$ cat config.mk
export PLATFORM = sky130hd
export DESIGN_NAME = sp_ram_fill_engine
export DESIGN_NICKNAME = d
export VERILOG_FILES = /design/src/rtl/sp_ram_fill_engine.sv
export SDC_FILE = /design/constraint.sdc
export NUM_CORES = 1
export LEC_CHECK = 0
export ABC_CLOCK_PERIOD_IN_PS = 2750
export BUFFER_PORTS_ARGS = -buffer_cell sky130_fd_sc_hd__buf_2
export CORE_MARGIN = 3
export CORE_UTILIZATION = 39
export DETAILED_ROUTE_END_ITERATION = 10
export PLACE_DENSITY = 0.67
export SLEW_MARGIN = 40
export SYNTH_ARGS = -nofsm -noshare
export SYNTH_HDL_FRONTEND = slang
export SYNTH_SLANG_ARGS = --single-unit
export TNS_END_PERCENT = 5
$ cat constraint.sdc
create_clock -name clk -period 2.75 [get_ports clk]
set_input_delay 0.4125 -clock clk [delete_from_list [all_inputs] [get_ports clk]]
set_output_delay 0.4125 -clock clk [all_outputs]
set_load 0.005 [all_outputs]
$ cat src/rtl/sp_ram_fill_engine.sv
// Fill/check initiator for the single-port RAM: streams one word per cycle.
// Optional SP_RAM_FILL_INCR_EN: word i carries pattern + i instead of the constant pattern.
module sp_ram_fill_engine #(
  parameter int RAM_SIZE   = 32768,
  parameter int ADDR_WIDTH = $clog2(RAM_SIZE),
  parameter int DATA_WIDTH = 32
) (
  input  logic                    clk,
  input  logic                    rst_i,
  input  logic                    start_i,
  input  logic                    mode_i,
  input  logic [ADDR_WIDTH-1:0]   base_addr_i,
  input  logic [ADDR_WIDTH-2:0]   num_words_i,
  input  logic [DATA_WIDTH-1:0]   pattern_i,
  output logic                    busy_o,
  output logic                    done_o,
  output logic [ADDR_WIDTH-2:0]   err_cnt_o,
  output logic [ADDR_WIDTH-1:0]   first_err_addr_o,
  output logic                    first_err_vld_o,
  output logic                    en_o,
  output logic [ADDR_WIDTH-1:0]   addr_o,
  output logic [DATA_WIDTH-1:0]   wdata_o,
  input  logic [DATA_WIDTH-1:0]   rdata_i,
  output logic                    we_o,
  output logic [DATA_WIDTH/8-1:0] be_o
);

  localparam int CW = ADDR_WIDTH - 1;
  localparam int BW = DATA_WIDTH / 8;

  typedef enum logic [1:0] {IDLE, RUN, DRAIN, DONE} state_t;

  state_t                  state_q, state_n;
  logic                    mode_q, mode_n;
  logic [CW-1:0]           cnt_q, cnt_n;
  logic [DATA_WIDTH-1:0]   data_q, data_n, next_data;
  logic                    en_n, we_n, busy_n, done_n, clr_err;
  logic [ADDR_WIDTH-1:0]   addr_n;
  logic [DATA_WIDTH-1:0]   wdata_n;
  logic                    rd_pend_q;
  logic [DATA_WIDTH-1:0]   exp_data_q;
  logic [ADDR_WIDTH-1:0]   exp_addr_q;
  logic                    mismatch;
  logic                    unused_base;

  assign unused_base = ^base_addr_i[1:0];

  // data_q always holds the word belonging to the access currently on the pins
`ifdef SP_RAM_FILL_INCR_EN
  assign next_data = data_q + DATA_WIDTH'(1);
`else
  assign next_data = data_q;
`endif

  assign mismatch = rd_pend_q && (rdata_i != exp_data_q);

  always_comb begin
    state_n = state_q;
    mode_n  = mode_q;
    cnt_n   = cnt_q;
    data_n  = data_q;
    en_n    = 1'b0;
    we_n    = 1'b0;
    addr_n  = addr_o;
    wdata_n = '0;
    busy_n  = busy_o;
    done_n  = 1'b0;
    clr_err = 1'b0;
    case (state_q)
      IDLE: begin
        if (start_i) begin
          mode_n  = mode_i;
          data_n  = pattern_i;
          addr_n  = {base_addr_i[ADDR_WIDTH-1:2], 2'b00};
          clr_err = mode_i;
          if (num_words_i == '0) begin
            state_n = DONE;
            done_n  = 1'b1;
            busy_n  = 1'b0;
          end else begin
            state_n = RUN;
            cnt_n   = num_words_i - CW'(1);
            en_n    = 1'b1;
            we_n    = ~mode_i;
            wdata_n = mode_i ? '0 : pattern_i;
            busy_n  = 1'b1;
          end
        end
      end
      RUN: begin
        // cnt_q counts accesses still to issue after the one on the pins now
        if (cnt_q == '0) begin
          if (mode_q) begin
            state_n = DRAIN;
          end else begin
            state_n = DONE;
            done_n  = 1'b1;
            busy_n  = 1'b0;
          end
        end else begin
          cnt_n   = cnt_q - CW'(1);
          addr_n  = addr_o + ADDR_WIDTH'(4);
          data_n  = next_data;
          en_n    = 1'b1;
          we_n    = ~mode_q;
          wdata_n = mode_q ? '0 : next_data;
        end
      end
      DRAIN: begin
        state_n = DONE;
        done_n  = 1'b1;
        busy_n  = 1'b0;
      end
      DONE: begin
        state_n = IDLE;
      end
      default: begin
        state_n = IDLE;
      end
    endcase
  end

  always_ff @(posedge clk) begin
    if (rst_i) begin
      state_q <= IDLE;
      mode_q  <= 1'b0;
      cnt_q   <= '0;
      data_q  <= '0;
      en_o    <= 1'b0;
      we_o    <= 1'b0;
      be_o    <= '0;
      addr_o  <= '0;
      wdata_o <= '0;
      busy_o  <= 1'b0;
      done_o  <= 1'b0;
    end else begin
      state_q <= state_n;
      mode_q  <= mode_n;
      cnt_q   <= cnt_n;
      data_q  <= data_n;
      en_o    <= en_n;
      we_o    <= we_n;
      be_o    <= en_n ? {BW{1'b1}} : '0;
      addr_o  <= addr_n;
      wdata_o <= wdata_n;
      busy_o  <= busy_n;
      done_o  <= done_n;
    end
  end

  // Read-compare pipeline: expected word and address trail the read by one cycle
  always_ff @(posedge clk) begin
    if (rst_i) begin
      rd_pend_q        <= 1'b0;
      exp_data_q       <= '0;
      exp_addr_q       <= '0;
      err_cnt_o        <= '0;
      first_err_addr_o <= '0;
      first_err_vld_o  <= 1'b0;
    end else begin
      rd_pend_q  <= en_o & ~we_o;
      exp_data_q <= data_q;
      exp_addr_q <= addr_o;
      if (clr_err) begin
        err_cnt_o       <= '0;
        first_err_vld_o <= 1'b0;
      end else if (mismatch) begin
        if (err_cnt_o != {CW{1'b1}})
          err_cnt_o <= err_cnt_o + CW'(1);
        if (!first_err_vld_o) begin
          first_err_addr_o <= exp_addr_q;
          first_err_vld_o  <= 1'b1;
        end
      end
    end
  end

endmodule

==> results.sh <==
export IMPL_area_occupied_by_registers_um2=3440
export IMPL_overall_routing_resource_usage_pct=18.4
export IMPL_crit_type="reg -> reg"
export IMPL_ys_seq_area_share_pct=46.8
export IMPL_overflow=0
export IMPL_max_freq_ghz=0.377
export IMPL_post_synth_most_frequent_cells="dfxtp_1 (172), nand2_1 (115), nor2_1 (83)"
export IMPL_timing_hold_worst_class="in -> reg"
export IMPL_final_period_utilization_pct=96.6
export IMPL_multiInputGateArea_um2=3620
export IMPL_grt_antenna_before_repair=1
export IMPL_cts_num_sinks=172
export IMPL_remaining_drc_errors=0
export IMPL_p_comb_share_pct=33.3
export IMPL_netlist_top_cells_area="dfxtp_1 (47%), nand2_1 (5.9%), a21oi_1 (4.4%), xnor2_1 (4.3%), nor2_1 (4.2%)"
export IMPL_detailedRoute_firstPassIterationCount=5
export IMPL_die_height_um=143
export IMPL_dp_cells=1206
export IMPL_postCtsResizedCells=1
export IMPL_yosys_most_used_dff="dfxtp_1"
export IMPL_cap_viol_max_count=0
export IMPL_synthesis_area_um2=7360
export IMPL_finalSetupTns_ps=0
export IMPL_average_cell_area_after_synthesis_um2=8.72
export IMPL_nets=1100
export IMPL_max_slew_headroom_pct=44.5
export IMPL_hold_worst_slack_ps=239
export IMPL_clk_pin_slew_ps=70
export IMPL_drt_initial_drc_count=425
export IMPL_worst_setup_path_end_kind="flip-flop"
export IMPL_layout_area_overhead_vs_synth_pct=22.3
export IMPL_post_dp_cell_area_um2=8390
export IMPL_place_gp_congestion=0.837
export IMPL_period_needed_ps=2660
export IMPL_finalSetupViolations=0
export IMPL_slew_viol_final=0
export IMPL_power_internal_uw=5390
export IMPL_crit_required_ps=3040
export IMPL_grt_first_pass_wirelength_mm=30.3
export IMPL_status="finished, final reports clean"
export IMPL_power_clock_fraction_pct=28.5
export IMPL_cts_tree="done"
export IMPL_cts_hold_buffers=0
export IMPL_initial_utilization_pct=40.3
export IMPL_grt_max_degree=70
export IMPL_dieArea_um2=20600
export IMPL_synthDominantAreaCellType="dfxtp_1"
export IMPL_switchingPower_uw=3070
export IMPL_fill_cells=1772
export IMPL_finish_instance_area_um2=9000
export IMPL_seq_power_share_pct=38.2
export IMPL_critical_path_fanout_max=7
export IMPL_drt_wirelength_per_cell_um=15.6
export IMPL_dr_total_vias=6542
export IMPL_numPortBuffers=175
export IMPL_vias_per_cell=5.28
export IMPL_synth_distinct_cells=65
export IMPL_finalHoldViolations=0
export IMPL_worst_ir_drop_vdd_uv=394
export IMPL_final_cells=1239
export IMPL_synth_edff_count=0
export IMPL_critPathLaunchType="flip-flop"
export IMPL_cts_buffers_inserted=17
export IMPL_transition_time_at_the_pin_with_the_least_slew_margin_ps=824
export IMPL_ctsHtreeMaxLevel=4
export IMPL_ys_warnings_count=0
export IMPL_dpl_hpwl_mm=13.4
export IMPL_post_synth_inst_count=845
export IMPL_detail_route_wirelength_mm=19.3
export IMPL_timing_critical_path_from="state_q[1]$_SDFFE_PP0P_"
export IMPL_clock_path_buffers=2
export IMPL_clock_skew_ps=9.05
export IMPL_critPathArrivalTime_ps=2950
export IMPL_static_leakage_power_uw=0.00358
export IMPL_antenna_left=0
export IMPL_timing_rr_start="state_q[1]$_SDFFE_PP0P_"
export IMPL_synth_async_reset_ratio_pct=0
export IMPL_grt_pass1_vias=5854
export IMPL_cts_root_buf="clkbuf_16"
export IMPL_placement_rows=49
export IMPL_die_w_um=143
export IMPL_powerDensity_nw_per_um2=939
export IMPL_placeableCoreArea_um2=18300
export IMPL_yosysTopAreaCellShare_pct=46.8
export IMPL_top_level_pins=182
export IMPL_synth_most_common_cell="dfxtp_1"
export IMPL_rsz0062_at_grt="yes"
export IMPL_postCtsSetupBuffers=0
export IMPL_worst_hold_startpoint="pattern_i[28]"
export IMPL_drive_above_1_share_pct=24.3
export IMPL_ys_ff_latch=172
export IMPL_switching_portion_of_total_power_pct=36.3
export IMPL_clkLatencyLatePin_ps=420
-- layout by cell type (no fill, tap or decap), types with 3 or more instances in the layout --
cell	count
a211oi_1	10
a21o_1	3
a21oi_1	64
a22oi_1	7
a31oi_1	5
a32oi_1	33
and2_1	3
and3_1	5
and4_1	3
buf_2	174
buf_4	13
clkbuf_16	17
clkinv_2	4
conb_1	4
dfxtp_1	172
ha_1	6
inv_1	12
inv_6	4
mux2i_1	21
nand2_1	115
nand2b_1	4
nand3_1	19
nand4_1	14
nor2_1	80
nor2b_1	46
nor3_1	12
nor4_1	9
o2111ai_1	3
o211ai_1	4
o21ai_0	26
o21ai_1	4
o22ai_1	4
o31ai_1	6
or2_2	4
or3_1	14
xnor2_1	36
-- kinds of logic (layout without fill, tap and decap cells) --
logic type | Yosys count | count (layout) | share of synthesized area (%)
other cells | 1 | 5 | 0.0509
xor+xnor | 38 | 38 | 4.52
buf+inv | 72 | 233 | 4.88
compound gates | 189 | 189 | 17.1
flops | 172 | 172 | 46.8
mux | 21 | 21 | 2.85
fa+ha+maj | 7 | 7 | 1.19
simple gates | 345 | 345 | 22.6
-- flip-flops by register name, summed over array words and instances (netlist names) --
name,cells
data_q,32
exp_data_q,32
wdata_o,32
cnt_q,14
err_cnt_o,14
addr_o,13
exp_addr_q,13
first_err_addr_o,13
state_q,2
be_o,1
busy_o,1
done_o,1
first_err_vld_o,1
mode_q,1
rd_pend_q,1
we_o,1
-- worst paths after layout --
kind,to,slack [ps],cells after the start
setup / recovery,cnt_q[10]$_SDFFE_PP0P_,90,10
hold / removal,data_q[28]$_SDFFE_PP0P_,240,3
setup reg to reg,cnt_q[10]$_SDFFE_PP0P_,90,10
hold reg to reg,first_err_addr_o[11]$_SDFFE_PP0P_,470,2
-- worst max-delay path, cell delays in order, from the launching register on --
cell	delay, ps
dfxtp_1	320
inv_1	120
ha_2	250
mux2i_1	280
ha_1	230
or3b_4	400
o32a_4	250
o31a_2	340
nor3_1	140
a211o_1	140
a21oi_2	50
-- per-stage QoR --
stage / util (%) / power (uW) / setup WS (ps)
after floorplan: - / 5230 / 4.28
after global placement: 45.9 / 6030 / 87.0
after detailed placement: 45.9 / 6070 / 2.40
after CTS: 49.2 / 8510 / 102
after global routing: 49.3 / 9010 / -45.5
final: 49.3 / 8460 / 94.8
-- layout make-up --
class,count,share of cell area (%)
multi-input combinational,604,40.2
tap,229,3.18
antenna,1,0.0278
timing repair buffer,189,11.2
clock buffer,18,4.88
inverter,12,0.500
sequential,172,38.2
clock inverter,14,1.78
-- power by group through the flow --
stage / clock [uW] / sequential (uW) / combinational [uW]
finish: 2410 / 3230 / 2810
CTS: 2470 / 3220 / 2810
detailed placement: 0 / 3280 / 2790
global placement: 0 / 3270 / 2760
floorplan: 0 / 3210 / 2020
global route: 2590 / 3290 / 3130
-- routing by layer --
metal  part of all wire, %  global-route usage [%]
met5                 0.067                       0
met4                   1.3                    5.60
met3                   6.2                    4.13
met2                    45                    27.1
met1                    47                    26.9
(Power assumes the default switching activity.)
